**config.mk**
```make
export PLATFORM = sky130hd
export DESIGN_NAME = traffic_conflict_monitor_flat
export DESIGN_NICKNAME = d
export VERILOG_FILES = /design/src/rtl/traffic_conflict_monitor_if.sv /design/src/rtl/traffic_conflict_monitor.sv /design/src/flat_wrapper.sv
export SDC_FILE = /design/constraint.sdc
export NUM_CORES = 1
export LEC_CHECK = 0
export CAP_MARGIN = 20
export CORE_ASPECT_RATIO = 1.5
export CORE_MARGIN = 2
export CORE_UTILIZATION = 48
export DETAILED_ROUTE_END_ITERATION = 10
export GPL_ROUTABILITY_DRIVEN = 0
export HOLD_SLACK_MARGIN = 0.03
export PLACE_DENSITY = 0.66
export SYNTH_ARGS = -nofsm -noshare
export SYNTH_HDL_FRONTEND = slang
export SYNTH_SLANG_ARGS = --single-unit
```
**constraint.sdc**
```tcl
create_clock -name clk -period 4.36 [get_ports clk]
set_clock_uncertainty 0.15 [all_clocks]
set_input_delay 0.654 -clock clk [delete_from_list [all_inputs] [get_ports clk]]
set_output_delay 0.654 -clock clk [all_outputs]
set_load 0.005 [all_outputs]
```
**src/rtl/traffic_conflict_monitor_if.sv**
```systemverilog
// Lamp-side bus between the intersection controller and the conflict monitor:
// sampled lamp drives, tick and clear in; latched fault status and flash override out.
interface traffic_conflict_monitor_if;
  logic       i_tick;
  logic       i_ns_red;
  logic       i_ns_yel;
  logic       i_ns_grn;
  logic       i_ew_red;
  logic       i_ew_yel;
  logic       i_ew_grn;
  logic       i_clr_fault;
  logic       o_fault;
  logic [2:0] o_fault_code;
  logic       o_flash;
  logic [1:0] o_mon_state;

  modport master (
    output i_tick, i_ns_red, i_ns_yel, i_ns_grn,
    output i_ew_red, i_ew_yel, i_ew_grn, i_clr_fault,
    input  o_fault, o_fault_code, o_flash, o_mon_state
  );

  modport slave (
    input  i_tick, i_ns_red, i_ns_yel, i_ns_grn,
    input  i_ew_red, i_ew_yel, i_ew_grn, i_clr_fault,
    output o_fault, o_fault_code, o_flash, o_mon_state
  );
endinterface

```
**src/rtl/traffic_conflict_monitor.sv**
```systemverilog
// Independent lamp-side safety checker: validates both signal heads against the
// legal plan every clock and latches the first violation with a flashing-yellow override.
module traffic_conflict_monitor #(
  parameter int MIN_YEL = 2,
  parameter int MAX_YEL = 5,
  parameter int MAX_GRN = 30,
  parameter int CNT_W   = 16
) (
  input  logic                        clk,
  input  logic                        rst,
  traffic_conflict_monitor_if.slave   bus
);

  typedef enum logic [1:0] {COL_RED = 2'd0, COL_YEL = 2'd1, COL_GRN = 2'd2, COL_BAD = 2'd3} colour_t;
  typedef enum logic [1:0] {ST_INIT = 2'd0, ST_RUN = 2'd1, ST_FAULT = 2'd2} state_t;

  // Lamp vectors are {red, yel, grn}; index 0 is NS, index 1 is EW.
  function automatic colour_t decode(input logic [2:0] lamps);
    case (lamps)
      3'b100:  decode = COL_RED;
      3'b010:  decode = COL_YEL;
      3'b001:  decode = COL_GRN;
      default: decode = COL_BAD;
    endcase
  endfunction

  logic [2:0]       r_lamps [2];
  colour_t          r_pcol  [2];
  logic [CNT_W-1:0] r_dur   [2];
  logic             r_seed  [2];
  state_t           r_state;
  logic             r_fault;
  logic [2:0]       r_code;
  logic             r_flash;

  colour_t          w_col        [2];
  logic             w_multi      [2];
  logic             w_dark       [2];
  logic             w_go         [2];
  logic             w_change     [2];
  logic             w_bad_seq    [2];
  logic             w_short_yel  [2];
  logic             w_long_grn   [2];
  logic             w_long_yel   [2];
  logic [CNT_W-1:0] w_dur_inc    [2];
  logic [CNT_W-1:0] w_dur_upd    [2];
  colour_t          w_pcol_next  [2];
  logic [CNT_W-1:0] w_dur_next   [2];
  logic             w_seed_next  [2];
  logic             w_seeded_now [2];

  logic [7:1] w_viol;
  logic [7:1] w_active;
  logic [2:0] w_first_code;
  logic       w_clear;
  state_t     w_state_next;
  logic       w_fault_next;
  logic [2:0] w_code_next;
  logic       w_flash_next;

  always_ff @(posedge clk or posedge rst) begin
    if (rst) begin
      r_lamps[0] <= 3'b000;
      r_lamps[1] <= 3'b000;
    end else begin
      r_lamps[0] <= {bus.i_ns_red, bus.i_ns_yel, bus.i_ns_grn};
      r_lamps[1] <= {bus.i_ew_red, bus.i_ew_yel, bus.i_ew_grn};
    end
  end

  assign w_clear = (r_state == ST_FAULT) && bus.i_clr_fault;

  // A colour change beats a coincident tick, and the duration checks look at
  // the post-update count so long phases fire on the tick that crosses the limit.
  always_comb begin
    for (int h = 0; h < 2; h++) begin
      w_col[h]        = decode(r_lamps[h]);
      w_multi[h]      = $countones(r_lamps[h]) > 1;
      w_dark[h]       = (r_lamps[h] == 3'b000);
      w_go[h]         = r_lamps[h][1] | r_lamps[h][0];
      w_change[h]     = (w_col[h] != r_pcol[h]);
      w_dur_inc[h]    = (&r_dur[h]) ? r_dur[h] : r_dur[h] + CNT_W'(1);
      w_dur_upd[h]    = w_change[h] ? '0 : (bus.i_tick ? w_dur_inc[h] : r_dur[h]);
      w_bad_seq[h]    = w_change[h] &&
                        !((r_pcol[h] == COL_GRN && w_col[h] == COL_YEL) ||
                          (r_pcol[h] == COL_YEL && w_col[h] == COL_RED) ||
                          (r_pcol[h] == COL_RED && w_col[h] == COL_GRN));
      w_short_yel[h]  = (r_pcol[h] == COL_YEL) && (w_col[h] == COL_RED) &&
                        (r_dur[h] < CNT_W'(MIN_YEL));
      w_long_grn[h]   = (w_col[h] == COL_GRN) && (w_dur_upd[h] > CNT_W'(MAX_GRN));
      w_long_yel[h]   = (w_col[h] == COL_YEL) && (w_dur_upd[h] > CNT_W'(MAX_YEL));
      w_seeded_now[h] = r_seed[h] || (w_col[h] != COL_BAD);

      w_pcol_next[h] = r_pcol[h];
      w_dur_next[h]  = r_dur[h];
      w_seed_next[h] = r_seed[h];
      if (w_clear) begin
        w_pcol_next[h] = COL_RED;
        w_dur_next[h]  = '0;
        w_seed_next[h] = 1'b0;
      end else if (!r_seed[h]) begin
        if (w_col[h] != COL_BAD) begin
          w_pcol_next[h] = w_col[h];
          w_seed_next[h] = 1'b1;
        end
        w_dur_next[h] = '0;
      end else begin
        if (w_col[h] != COL_BAD) begin
          w_pcol_next[h] = w_col[h];
        end
        w_dur_next[h] = w_dur_upd[h];
      end
    end
  end

  always_ff @(posedge clk or posedge rst) begin
    if (rst) begin
      for (int h = 0; h < 2; h++) begin
        r_pcol[h] <= COL_RED;
        r_dur[h]  <= '0;
        r_seed[h] <= 1'b0;
      end
    end else begin
      for (int h = 0; h < 2; h++) begin
        r_pcol[h] <= w_pcol_next[h];
        r_dur[h]  <= w_dur_next[h];
        r_seed[h] <= w_seed_next[h];
      end
    end
  end

  // Sequence and duration checks depend on seeded history, so only RUN trusts them.
  always_comb begin
    w_viol[1] = w_go[0] && w_go[1];
    w_viol[2] = w_multi[0] || w_multi[1];
    w_viol[3] = w_dark[0] || w_dark[1];
    w_viol[4] = w_bad_seq[0] || w_bad_seq[1];
    w_viol[5] = w_short_yel[0] || w_short_yel[1];
    w_viol[6] = w_long_grn[0] || w_long_grn[1];
    w_viol[7] = w_long_yel[0] || w_long_yel[1];
    w_active  = (r_state == ST_RUN) ? w_viol : {4'b0000, w_viol[3:1]};
    w_first_code = 3'd0;
    for (int c = 7; c >= 1; c--) begin
      if (w_active[c]) begin
        w_first_code = 3'(c);
      end
    end
  end

  always_comb begin
    w_state_next = r_state;
    w_fault_next = r_fault;
    w_code_next  = r_code;
    w_flash_next = r_flash;
    case (r_state)
      ST_INIT, ST_RUN: begin
        if (w_first_code != 3'd0) begin
          w_state_next = ST_FAULT;
          w_fault_next = 1'b1;
          w_code_next  = w_first_code;
          w_flash_next = 1'b1;
        end else if (r_state == ST_INIT && w_seeded_now[0] && w_seeded_now[1]) begin
          w_state_next = ST_RUN;
        end
      end
      ST_FAULT: begin
        if (bus.i_clr_fault) begin
          w_state_next = ST_INIT;
          w_fault_next = 1'b0;
          w_code_next  = 3'd0;
          w_flash_next = 1'b0;
        end else if (bus.i_tick) begin
          w_flash_next = ~r_flash;
        end
      end
      default: begin
        w_state_next = ST_INIT;
        w_fault_next = 1'b0;
        w_code_next  = 3'd0;
        w_flash_next = 1'b0;
      end
    endcase
  end

  always_ff @(posedge clk or posedge rst) begin
    if (rst) begin
      r_state <= ST_INIT;
      r_fault <= 1'b0;
      r_code  <= 3'd0;
      r_flash <= 1'b0;
    end else begin
      r_state <= w_state_next;
      r_fault <= w_fault_next;
      r_code  <= w_code_next;
      r_flash <= w_flash_next;
    end
  end

  assign bus.o_fault      = r_fault;
  assign bus.o_fault_code = r_code;
  assign bus.o_flash      = r_flash;
  assign bus.o_mon_state  = r_state;

endmodule
```
**src/flat_wrapper.sv**
```systemverilog
// flat-port wrapper written by rule: the top's interface ports become plain ports
module traffic_conflict_monitor_flat 
#(
  parameter int MIN_YEL = 2,
  parameter int MAX_YEL = 5,
  parameter int MAX_GRN = 30,
  parameter int CNT_W   = 16
)
  (clk, rst, bus_i_tick, bus_i_ns_red, bus_i_ns_yel, bus_i_ns_grn, bus_i_ew_red, bus_i_ew_yel, bus_i_ew_grn, bus_i_clr_fault, bus_o_fault, bus_o_fault_code, bus_o_flash, bus_o_mon_state);
  traffic_conflict_monitor_if bus_i ();
  input  logic clk;
  input  logic rst;
  input wire logic [$bits(bus_i.i_tick)-1:0] bus_i_tick;
  input wire logic [$bits(bus_i.i_ns_red)-1:0] bus_i_ns_red;
  input wire logic [$bits(bus_i.i_ns_yel)-1:0] bus_i_ns_yel;
  input wire logic [$bits(bus_i.i_ns_grn)-1:0] bus_i_ns_grn;
  input wire logic [$bits(bus_i.i_ew_red)-1:0] bus_i_ew_red;
  input wire logic [$bits(bus_i.i_ew_yel)-1:0] bus_i_ew_yel;
  input wire logic [$bits(bus_i.i_ew_grn)-1:0] bus_i_ew_grn;
  input wire logic [$bits(bus_i.i_clr_fault)-1:0] bus_i_clr_fault;
  output wire logic [$bits(bus_i.o_fault)-1:0] bus_o_fault;
  output wire logic [$bits(bus_i.o_fault_code)-1:0] bus_o_fault_code;
  output wire logic [$bits(bus_i.o_flash)-1:0] bus_o_flash;
  output wire logic [$bits(bus_i.o_mon_state)-1:0] bus_o_mon_state;
  assign bus_i.i_tick = bus_i_tick;
  assign bus_i.i_ns_red = bus_i_ns_red;
  assign bus_i.i_ns_yel = bus_i_ns_yel;
  assign bus_i.i_ns_grn = bus_i_ns_grn;
  assign bus_i.i_ew_red = bus_i_ew_red;
  assign bus_i.i_ew_yel = bus_i_ew_yel;
  assign bus_i.i_ew_grn = bus_i_ew_grn;
  assign bus_i.i_clr_fault = bus_i_clr_fault;
  assign bus_o_fault = bus_i.o_fault;
  assign bus_o_fault_code = bus_i.o_fault_code;
  assign bus_o_flash = bus_i.o_flash;
  assign bus_o_mon_state = bus_i.o_mon_state;
  traffic_conflict_monitor #(.MIN_YEL(MIN_YEL), .MAX_YEL(MAX_YEL), .MAX_GRN(MAX_GRN), .CNT_W(CNT_W)) u_core (.clk(clk), .rst(rst), .bus(bus_i));
endmodule
```
; After elaboration in Yosys (flattened, before gate mapping)
; Index checks and enable logic that the tools add are counted.
[word_totals]
regBits = 51
latch_bits = 0
mem_bits_rw = 0
romBits = 0
word_cells = 144
n_memories = 0
[op_classes]
add_sub_neg = 6
multipliers = 0
div_mod_pow = 0
order_cmp = 8
n_eq_ne = 24
shifts = 0
mux = 43
n_bitwise = 3
n_reduce_logical = 48
[op_table]
columns = operator, count
row1 = $mux W16, 10
row2 = $add A32 B1 Y32, 2
row3 = $gt A32 B2 Y1 const B, 2
row4 = $add A16 B1 Y16 const B, 2
row5 = $gt A16 B3 Y1 const B, 2
row6 = $gt A16 B5 Y1 const B, 2
row7 = $lt A16 B2 Y1 const B, 2
row8 = $reduce_and A16 Y1, 2
row9 = $mux W3, 9
row10 = $logic_and A1 B1 Y1, 18
row11 = $mux W2, 7
row12 = $logic_or A1 B1 Y1, 12
row13 = $pmux W2 S3, 2
row14 = $eq A2 B1 Y1 const B, 5
row15 = $eq A2 B2 Y1 const B, 5
row16 = $logic_not A2 Y1, 5
row17 = $mux W1, 10
row18 = $mux W7, 1
row19 = $eq A3 B1 Y1 const B, 2
row20 = $eq A3 B2 Y1 const B, 2
row21 = $eq A3 B3 Y1 const B, 2
row22 = $logic_not A3 Y1, 2
row23 = $ne A2 B2 Y1 const B, 3
row24 = $pmux W3 S2, 1
row25 = 14 further kinds, 22

; Logic depth before layout (Yosys ltp)
; Gate-level depths: netlist (run 1).
[depth]
depth_word = 20
depth_mapped = 12
mapped_depth_nobuf = 11

; Worst setup path after synthesis (run 1)
; No wires, ideal clock.
[synth_path]
path_type = flip-flop to flip-flop
from = register u_core.r_dur[16] (netlist bit)
to = register u_core.r_flash (netlist: u_core.bus.o_flash)
t_arrival_ns = 3.042
required_time_ns = 4.086
path_slack_ns = 1.044
path_stages_with_launch = 11
n_path_buf = 0
cell_sequence = dfrtp_1 -> ha_1 -> nand4_4 -> nor4_4 -> nor3_2 -> mux2_4 -> o211a_1 -> o41a_1 -> or2_4 -> o21a_4 -> o31a_1
[synth_via]
elab_chain_cells = 18
elab_cells_between_ends = 25
classes_between = add/sub (1) / order compare (3) / eq/ne (1) / mux (11) / reduce/logical (9)
[synth_rtl]
columns = item, line
row1 = from (decl), traffic_conflict_monitor.sv:29  ; logic [CNT_W-1:0] r_dur [2];
row2 = "from (signal, indexed assignment)", traffic_conflict_monitor.sv:126  ; r_dur[h] <= w_dur_next[h];
row3 = $add A16 B1 Y16 or $reduce_and A16 Y1 (tied branches), traffic_conflict_monitor.sv:82  ; w_dur_inc[h] = (&r_dur[h]) ? r_dur[h] : r_dur[h] + CNT_W'(1);
row4 = $mux W16, traffic_conflict_monitor.sv:82
row5 = $mux W16 (2 in series), traffic_conflict_monitor.sv:83  ; w_dur_upd[h] = w_change[h] ? '0 : (bus.i_tick ? w_dur_inc[h] : r_dur[h]);
row6 = $gt A16 B3 Y1, traffic_conflict_monitor.sv:91  ; w_long_yel[h] = (w_col[h] == COL_YEL) && (w_dur_upd[h] > CNT_W'(MAX_YEL));
row7 = $logic_and A1 B1 Y1, traffic_conflict_monitor.sv:91
row8 = $logic_or A1 B1 Y1, traffic_conflict_monitor.sv:140  ; w_viol[7] = w_long_yel[0] || w_long_yel[1];
row9 = $mux W7 (*), traffic_conflict_monitor.sv:141  ; w_active = (r_state == ST_RUN) ? w_viol : {4'b0000, w_viol[3:1]};
row10 = $mux W3 (2 in series), traffic_conflict_monitor.sv:144  ; if (w_active[c]) begin
row11 = $mux W3 (*) (5 in series), traffic_conflict_monitor.sv:144
row12 = $reduce_bool A3 Y1 (*), traffic_conflict_monitor.sv:157  ; if (w_first_code != 3'd0) begin
row13 = $ne A2 B1 Y1 (no source line) (*), --
row14 = $reduce_and A2 Y1 (no source line) (*), --
row15 = to (signal assigned), traffic_conflict_monitor.sv:195  ; r_flash <= w_flash_next;
row16 = to (decl), traffic_conflict_monitor.sv:34  ; logic r_flash;
; Mark *: on every way between the ends. The rest lies on a longest branch, timed or not.
; A chain may end at the register's enable or synchronous reset.

; Worst setup path in the final report (run 1)
[layout_path]
from = register u_core.r_dur[1] (netlist bit)
to = register u_core.r_flash (netlist: u_core.bus.o_flash)
; The elaborated chain is that of the path after synthesis.

==> key figures, run 1 <==
Route
  • Antenna Nets Post-Route: 0
  • Max layer used: met4
  • Drt total wl: 9.26 mm
  • Met2 wire len: 4.78 mm
  • Via count: 3398
  • DRC violations left: 0
  • DR pass1 iterations: 5
  • Met1 wire length: 3.86 mm
  • Initial drt markers: 271
  • Per-cell routed wire length: 16.6 um
  • Routed length on met3: 293 um
  • Via-per-instance ratio: 6.09

Finish
  • Final core occ: 52.3%
  • Ratio of cells with drive above 1 in the final layout: 9.05%
  • NumNets Final: 472
  • Area grow syn2layout: 7.40%
  • Post-route cell area: 0.00414 mm2
  • Inserted Diodes: 0

Clock network
  • Clk pin slew, worst setup/hold paths: 70 ps
  • CTS Root Cell: clkbuf_16
  • Clock insertion delay at the later pin of the skew report: 300 ps
  • H-tree depth: 2
  • CTS Sinks: 51
  • Cts bufs inserted: 5
  • Post-CTS sizing: 0
  • Post-CTS setup buffer count: 0
  • Clock Tree Buf Depth: 2
  • Hold-fix buffers, CTS: 0
  • CTS tree: yes

Die
  • Die Wd: 77.2 um
  • Row count: 40
  • Die Y: 114 um
  • Core area: 0.00791 mm2
  • Initial Util: 48.7%
  • IO Count: 17
  • Die area: 0.00878 mm2

Critical path
  • WS Path Type: reg -> reg
  • Reg2reg path depth: 10
  • CP Capture Type: register
  • Arr. time, crit path: 3690 ps
  • Startpoint Class: register
  • CP Data Required Time: 4400 ps
  • Reg-to-reg slack, setup: 710 ps
  • Max FO, Critical Path: 8

Place
  • Placed inst area: 0.00398 mm2
  • # port buffers: 16
  • Post-DP HPWL: 6.76 mm

GRT
  • First-pass GRT wire length: 15.6 mm
  • Global route overflow: 0
  • Initial antenna violation count: 0
  • Largest net degree at the start of global routing: 31
  • Number of global-route vias before repair: 3265
  • Total GRT Usage: 22.0%

Synthesis
  • Post-Syn Instances: 456
  • Avg Cell Area, Syn: 8.45 um2
  • Yosys reg bits: 51
  • Cell Area, Synth: 0.00385 mm2
  • Synth Area in Simple Gates: 30.6%
  • Post-synth cell types: 72
  • Synthesized net count: 476
  • Xor-xnor portion of the synthesized cell area: 5.68%
  • Post-synthesis sequential area ratio: 33.1%
  • Ys async rst share: 100%
  • Adder-Cell Fraction of Synth Area: 3.77%
  • Post-synthesis compound-gate area fraction: 17.8%
  • Largest family of logic cells by synthesized area: simple AND/OR/NAND/NOR gates
  • Post-synthesis mux area share: 2.50%
  • Ys flop type: dfrtp_1
  • Post-synth EDFFs: 0
  • Yosys Warn Count: 0

Worst hold path
  • Hold depth: 2
  • Hold/Removal Path Class: reg -> reg

Timing
  • Max frequency: 274 MHz
  • RSZ-0062 raised after global routing: false
  • Tmin final: 3650 ps
  • Setup TNS: 0 ps
  • Setup Viol. Count Final: 0
  • Pins Over Slew Limit: 0
  • Max-slew headroom: 51.7%
  • Least-Margin Pin Slew: 722 ps
  • Tcrit/Tclk final: 83.6%
  • Final Hold Viols: 0

Power
  • VDD IR max: 0.211 mV
  • Total power: 1.08 mW
  • Pwr/cell area: 262 mW/mm2
  • Leakage: 1.66 nW

Job
  • Max Cap Violations: 0

Status
  • Status: completed
## registers in the layout, indices dropped and copies added, names as in the netlist
signal and flops:
u_core.bus.o_fault 1, u_core.r_pcol 4, u_core.bus.o_mon_state 2, u_core.bus.o_flash 1, u_core.bus.o_fault_code 3, u_core.r_seed 2, u_core.r_dur 32, u_core.r_lamps 6
## per-layer routing
metal | vias to the layer above | track usage (%)
li1 | 1650 | -
met1 | 1645 | 25.7
met2 | 77 | 39.2
met3 | 26 | 3.40
met4 | 0 | 10.6
met5 | - | 0
## worst max-delay path, stage by stage, from the launching register on
cell      delay [ps]
dfrtp_1          440
ha_1             320
nand4_1          310
o41a_1           600
a211o_1          350
a22o_1           210
nor3_1           230
o211ai_1         170
or2_4            260
o21a_4           220
o31a_1           270
## Yosys cell counts (3+ instances only)
| cell | instances | area, um2 |
|---|---|---|
| a31o_2 | 3 | 26.3 |
| or4_1 | 5 | 37.5 |
| o41ai_1 | 3 | 26.3 |
| buf_4 | 3 | 22.5 |
| o21ai_0 | 15 | 75.1 |
| or2_2 | 3 | 18.8 |
| nand4_1 | 16 | 100 |
| clkbuf_1 | 17 | 63.8 |
| nand3b_1 | 4 | 30.0 |
| nor3_1 | 17 | 85.1 |
| xor2_1 | 11 | 96.3 |
| nor2_1 | 53 | 199 |
| dfrtp_1 | 51 | 1280 |
| nand3_1 | 22 | 110 |
| and4_1 | 4 | 35.0 |
| o31ai_1 | 6 | 45.0 |
| ha_1 | 10 | 125 |
| nand2b_1 | 4 | 25.0 |
| nor4_1 | 6 | 37.5 |
| o211a_1 | 3 | 30.0 |
| nand2_1 | 43 | 161 |
| a211oi_1 | 8 | 60.1 |
| a22oi_1 | 4 | 30.0 |
| nor2b_1 | 3 | 18.8 |
| o22ai_1 | 3 | 18.8 |
| xnor2_1 | 14 | 123 |
| a21oi_1 | 20 | 100 |
| or3_1 | 9 | 56.3 |
| and3_1 | 7 | 43.8 |
| clkbuf_8 | 6 | 82.6 |
| o211ai_1 | 6 | 45.0 |
| mux2i_1 | 7 | 70.1 |
| a31oi_1 | 3 | 18.8 |
| buf_2 | 5 | 25.0 |
| inv_1 | 14 | 52.6 |
## stage by stage
step	hold slack, ps	cells	setup WS (ps)
after floorplan	320	456	1040
after global placement	339	550	470
after detailed placement	378	550	398
after CTS	396	558	712
after global routing	422	558	502
final	402	558	715
## worst paths after layout
| check | from | endpoint |
|---|---|---|
| min in group asynchronous | rst | u_core.r_dur[7] |
| worst min-delay path | u_core.r_seed[0] | u_core.r_seed[0] |
| worst max-delay path | u_core.r_dur[1] | u_core.bus.o_flash |
| worst max register to register | u_core.r_dur[1] | u_core.bus.o_flash |
| worst min register to register | u_core.r_seed[0] | u_core.r_seed[0] |
| max in group asynchronous | rst | u_core.r_lamps[4] |
## power breakdown
part / total (mW) / switching (mW) / leakage [nW] / internal [mW]
Clock: 0.414 / 0.184 / 0.0731 / 0.230
Combinational: 0.147 / 0.0785 / 0.903 / 0.0685
Sequential: 0.523 / 0.0315 / 0.681 / 0.491
## cells by family (layout without fill, tap and decap cells)
family / count (synthesis) / in the layout
and+or+nand+nor: 216 / 216
xor gates and xnor gates: 25 / 25
AOI/OAI and AO/OA: 97 / 97
muxes: 9 / 9
adders and majority gates: 12 / 12
buffers and inverters: 46 / 43
DFF: 51 / 51
## cell type report
cell class,instances,area (um2)
inverter,14,52.6
tap,105,131
clock buffer,6,139
sequential,51,1280
clock inverter,2,16.3
fill,771,3770
timing repair buffer,21,198
multi-input combinational,359,2330
## cells in the final DEF, fill, tap and decap left out, types with 3 or more instances in the layout
master and n:
mux2i_1 7, nand2b_1 4, o22ai_1 3, o211a_1 3, or3_1 9, xnor2_1 14, o31ai_1 6, clkbuf_16 5
a21oi_1 20, o211ai_1 6, nand3_1 22, buf_4 5, or2_2 3, nor2_1 53, clkdlybuf4s50_1 16, inv_1 13
a211oi_1 8, nor3_1 17, a31o_2 3, nor2b_1 3, and3_1 7, ha_1 10, o21ai_0 15, or4_1 5
nand2_1 43, dfrtp_1 51, nor4_1 6, xor2_1 11, nand3b_1 4, o41ai_1 3, nand4_1 16, and4_1 4
a31oi_1 3, a22oi_1 4
(Power assumes the default switching activity.)
==> run 2, diff against run 1 <==
==> constraint.sdc (replaced) <==
create_clock -name clk -period 3.7 [get_ports clk]
set_clock_uncertainty 0.15 [all_clocks]
set_input_delay 0.555 -clock clk [delete_from_list [all_inputs] [get_ports clk]]
set_output_delay 0.555 -clock clk [all_outputs]
set_load 0.005 [all_outputs]
==> key figures, run 2 (synthesized netlist as in run 1, its figures left out) <==
Status
  • Status: completed

Clock network
  • CTS Root Cell: clkbuf_16
  • Cts bufs inserted: 5
  • Clk pin slew, worst setup/hold paths: 70 ps
  • H-tree depth: 2
  • CTS tree: yes
  • Post-CTS sizing: 0
  • Clock insertion delay at the later pin of the skew report: 290 ps
  • Post-CTS setup buffer count: 0
  • CTS Sinks: 51
  • Hold-fix buffers, CTS: 0
  • Clock Tree Buf Depth: 2

Worst hold path
  • Hold endpoint: u_core.r_seed[0]
  • Worst Hold Launch: u_core.r_seed[0]
  • Hold/Removal Path Class: reg -> reg
  • Hold depth: 2

Die
  • Die Y: 114 um
  • Row count: 40
  • Initial Util: 48.7%
  • IO Count: 17
  • Die area: 0.00878 mm2
  • Core area: 0.00791 mm2
  • Die Wd: 77.2 um

Route
  • Antenna Nets Post-Route: 0
  • Per-cell routed wire length: 16.4 um
  • DR pass1 iterations: 5
  • Drt total wl: 9.42 mm
  • Via count: 3485
  • DRC violations left: 0
  • Via-per-instance ratio: 6.07
  • Initial drt markers: 205

Critical path
  • WS Path Type: reg -> reg
  • Arr. time, crit path: 3490 ps
  • Worst path cell trace: ha_1 -> nand4_1 -> buf_4 -> o41ai_1 -> buf_4 -> a21oi_1 -> a311oi_1 -> a31o_2 -> a41o_2 -> nand3_1 -> o21a_4 -> o31a_1
  • CP Capture Type: register
  • Reg2reg path depth: 12
  • Most Frequent Cell on Critical Path: buf_4
  • Reg-to-reg slack, setup: 250 ps
  • Slowest stage cell, crit path: o41ai_1
  • Max stage delay on crit path: 460 ps
  • CP Data Required Time: 3730 ps
  • Worst r2r src: u_core.r_dur[1]
  • Startpoint Class: register
  • Reg2reg end: u_core.bus.o_flash
  • Max FO, Critical Path: 7

Timing
  • RSZ-0062 raised after global routing: false
  • Max frequency: 290 MHz
  • Setup Viol. Count Final: 0
  • Pins Over Slew Limit: 0
  • Tcrit/Tclk final: 93.3%
  • Least-Margin Pin Slew: 700 ps
  • WHS: 349 ps
  • Max-slew headroom: 53.2%
  • Final Hold Viols: 0
  • Setup TNS: 0 ps
  • Tmin final: 3450 ps

Power
  • Total power: 1.24 mW
  • Pint: 0.912 mW
  • Net Sw Frac: 26.7%
  • Sequential Power Share: 49.4%
  • VDD IR max: 0.193 mV
  • Sw power: 0.333 mW
  • Clock power share: 36.4%
  • Leakage: 1.73 nW
  • Comb power frac: 14.2%
  • Pwr/cell area: 293 mW/mm2

Finish
  • Max reg flops: 32
  • Area grow syn2layout: 10.2%
  • Most common cell after layout, fill and taps aside: nor2_1
  • Non-Filler Instances: 574
  • Biggest regs: u_core.r_dur (32), u_core.r_lamps (6), u_core.r_pcol (4)
  • Layout fillers: 761
  • Most frequent cells in the layout: nor2_1, dfrtp_1, nand2_1
  • Final core occ: 53.7%
  • Ratio of cells with drive above 1 in the final layout: 11.9%
  • Register Area: 0.00128 mm2
  • Multi-input gate area: 0.00233 mm2
  • Inserted Diodes: 0
  • NumNets Final: 488
  • Top reg by flops: u_core.r_dur

GRT
  • Global route overflow: 0
  • Initial antenna violation count: 0
  • Largest net degree at the start of global routing: 28
  • Number of global-route vias before repair: 3282
  • First-pass GRT wire length: 15.7 mm
  • Total GRT Usage: 22.0%

Place
  • Post-DP HPWL: 6.95 mm
  • DP Cell Count: 565
  • # port buffers: 16

Job
  • Max Cap Violations: 0
[run 2: changes by cell type in the layout (fill, tap and decap cells not counted), sizes merged]
cell | before | now
buf | 5 | 21
[run 2: power by group through the flow]
stage                     registers (mW)  clock network (mW)  logic [mW]
after floorplan                    0.604                   0       0.133
after global placement             0.624                   0       0.174
after detailed placement           0.625                   0       0.179
after CTS                          0.615               0.473       0.179
after global routing               0.619               0.490       0.198
final                              0.615               0.453       0.177
[run 2: layout make-up]
| class | instances | share of cell area, % |
|---|---|---|
| Sequential cell | 51 | 30.1 |
| Inverter | 14 | 1.24 |
| Timing Repair Buffer | 37 | 7.49 |
| Multi-Input combinational cell | 359 | 54.8 |
| Clock buffer | 6 | 3.04 |
| Clock inverter | 2 | 0.295 |
| Tap cell | 105 | 3.09 |
[run 2: worst max-delay path, delay by kind of cell, from the launching register on]
kind | cells | cell delay (ps)
buf+inv | 2 | 460
simple gates | 2 | 330
compound gates | 7 | 1630
fa+ha+maj | 1 | 320
flops | 1 | 450
[run 2: metrics by stage]
step                cell area [um2]  setup slack, ps
finish                         4250              248
global route                   4250             55.2
CTS                            4240              127
detailed placement             4100             15.9
global placement               4100             94.6
floorplan                      3850              384
[run 2: worst max-delay path by stage]
stage	from	cells past startpoint	endpoint	slack, ps
4_1_cts	u_core.r_dur[1]	10	u_core.bus.o_flash	130
5_1_grt	u_core.r_dur[1]	12	u_core.bus.o_flash	60
3_3_place_gp	bus_i_tick	10	u_core.bus.o_flash	90
3_5_place_dp	bus_i_tick	10	u_core.bus.o_flash	20
6_report	u_core.r_dur[1]	12	u_core.bus.o_flash	250
2_1_floorplan	u_core.r_dur[16]	10	u_core.bus.o_flash	380
[run 2: routing by layer]
metal | up-vias | share of wire [%] | wire [um] | global-route usage (%)
met4 | 0 | 3.5 | 331 | 11.4
li1 | 1686 | - | - | -
met3 | 30 | 4.0 | 380 | 3.16
met1 | 1659 | 40 | 3730 | 25.4
met2 | 110 | 53 | 4980 | 39.2
met5 | - | 0 | 0 | 0
==> run 3, diff against run 2 <==
--- a/config.mk
+++ b/config.mk
@@ -12,6 +12,7 @@
 export DETAILED_ROUTE_END_ITERATION = 10
 export GPL_ROUTABILITY_DRIVEN = 0
 export HOLD_SLACK_MARGIN = 0.03
+export MAX_ROUTING_LAYER = met4
 export PLACE_DENSITY = 0.66
 export SYNTH_ARGS = -nofsm -noshare
 export SYNTH_HDL_FRONTEND = slang
==> key figures, run 3 (synthesized netlist as in run 1, its figures left out) <==
GRT
  • Initial antenna violation count: 0
  • Total GRT Usage: 22.7%
  • Global route overflow: 0
  • Largest net degree at the start of global routing: 28
  • Number of global-route vias before repair: 3281
  • First-pass GRT wire length: 15.7 mm

Power
  • Leakage: 1.73 nW
  • Total power: 1.25 mW
  • VDD IR max: 0.196 mV
  • Pwr/cell area: 293 mW/mm2

Die
  • Die area: 0.00878 mm2
  • IO Count: 17
  • Die Y: 114 um
  • Die Wd: 77.2 um
  • Row count: 40
  • Core area: 0.00791 mm2
  • Initial Util: 48.7%

Timing
  • WHS: 349 ps
  • Tmin final: 3500 ps
  • Pins Over Slew Limit: 0
  • Worst Setup Slack, final: 204 ps
  • Max frequency: 286 MHz
  • Least-Margin Pin Slew: 701 ps
  • Final Hold Viols: 0
  • RSZ-0062 raised after global routing: false
  • Setup TNS: 0 ps
  • Tcrit/Tclk final: 94.5%
  • Max-slew headroom: 53.1%
  • Setup Viol. Count Final: 0

Clock network
  • H-tree depth: 2
  • Cts bufs inserted: 5
  • Post-CTS sizing: 0
  • CTS tree: yes
  • Clock Tree Buf Depth: 2
  • CTS Root Cell: clkbuf_16
  • CTS Sinks: 51
  • Clock insertion delay at the later pin of the skew report: 290 ps
  • Clk pin slew, worst setup/hold paths: 70 ps

Worst hold path
  • Hold/Removal Path Class: reg -> reg
  • Hold depth: 2
  • Hold endpoint: u_core.r_seed[0]
  • Worst Hold Launch: u_core.r_seed[0]

Finish
  • Inserted Diodes: 0
  • Most frequent cells in the layout: nor2_1, dfrtp_1, nand2_1
  • Ratio of cells with drive above 1 in the final layout: 12.1%
  • Non-Filler Instances: 575
  • Max reg flops: 32
  • Top reg by flops: u_core.r_dur
  • Most common cell after layout, fill and taps aside: nor2_1
  • NumNets Final: 489
  • Area grow syn2layout: 10.4%
  • Biggest regs: u_core.r_dur (32), u_core.r_lamps (6), u_core.r_pcol (4)

Route
  • Antenna Nets Post-Route: 0
  • Met1 wire length: 3.84 mm
  • Max layer used: met4
  • Initial drt markers: 210
  • Met2 wire len: 4.96 mm
  • Via count: 3495
  • Routed length on met3: 326 um
  • DR pass1 iterations: 4
  • DRC violations left: 0
  • Via-per-instance ratio: 6.08
  • Per-cell routed wire length: 16.5 um
  • Drt total wl: 9.47 mm

Critical path
  • Reg2reg end: u_core.bus.o_flash
  • Worst r2r src: u_core.r_dur[1]
  • Arr. time, crit path: 3530 ps
  • Crit path depth: 10
  • Max stage delay on crit path: 480 ps
  • Reg2reg path depth: 10
  • Worst path cell trace: ha_1 -> nand4_1 -> o41a_1 -> a211o_1 -> a22o_1 -> nor3_1 -> o211ai_1 -> or2_4 -> o21a_4 -> o31a_1
  • CP Data Required Time: 3730 ps
  • WS Path Type: reg -> reg
  • Crit path max-delay family: compound AO/OA/AOI/OAI gates
  • CP Capture Type: register
  • Slowest stage cell, crit path: o41a_1
  • Startpoint Class: register
  • Reg-to-reg slack, setup: 200 ps
  • Crit path buf inv count: 0
  • Max FO, Critical Path: 6

Place
  • Dpl ws: 15.9 ps
  • DP Cell Count: 565
  • # port buffers: 16
  • Post-DP HPWL: 6.95 mm

Job
  • Max Cap Violations: 0

Status
  • Status: completed
-- run 3: cell types whose count changed in the layout (fill, tap and decap cells not counted) --
cell | previous run | this run
buf_4 | 21 | 22
-- run 3: worst max path at each step --
stage,startpoint,endpoint,slack [ps]
2_1_floorplan,u_core.r_dur[16],u_core.bus.o_flash,380
3_5_place_dp,bus_i_tick,u_core.bus.o_flash,20
3_3_place_gp,bus_i_tick,u_core.bus.o_flash,90
6_report,u_core.r_dur[1],u_core.bus.o_flash,200
4_1_cts,u_core.r_dur[1],u_core.bus.o_flash,130
5_1_grt,u_core.r_dur[1],u_core.bus.o_flash,30
-- run 3: timing repair --
action                                  4_1_cts  5_1_grt
endpoints found under the setup margin        0        7
hold buffers                                  0        0
buffers inserted                              0        2
-- run 3: layer usage --
layer  track usage, %  up-vias
met5                -        -
met4             11.2        0
met3             3.16       30
met2             39.3      104
met1             25.7     1673
li1                 -     1688
-- run 3: cell type report --
cell class | count | area, um2
fillers | 761 | 3650
well taps | 105 | 131
clock inverters | 2 | 12.5
multi-input cells | 359 | 2330
flip-flops and latches | 51 | 1280
repair buffers | 38 | 325
clock buffers | 6 | 129
inverters | 14 | 52.6
-- run 3: stage by stage --
| step | area, um2 | utilization, % |
|---|---|---|
| 4_1_cts | 4240 | 53.6 |
| 3_3_place_gp | 4100 | 51.8 |
| 6_report | 4250 | 53.8 |
| 2_1_floorplan | 3850 | - |
| 5_1_grt | 4250 | 53.8 |
| 3_5_place_dp | 4100 | 51.8 |
-- run 3: where the power goes --
| part | switching, mW | leakage, nW | internal (mW) |
|---|---|---|---|
| Combinational | 0.0938 | 0.985 | 0.0828 |
| Sequential | 0.0362 | 0.681 | 0.579 |
| Clock | 0.205 | 0.0669 | 0.250 |
| Total | 0.335 | 1.73 | 0.912 |
-- run 3: worst min-delay path, delay by kind of cell (launching register included) --
kind	cells	cell delay (ps)
AND/OR/NAND/NOR	2	120
flip-flops	1	340
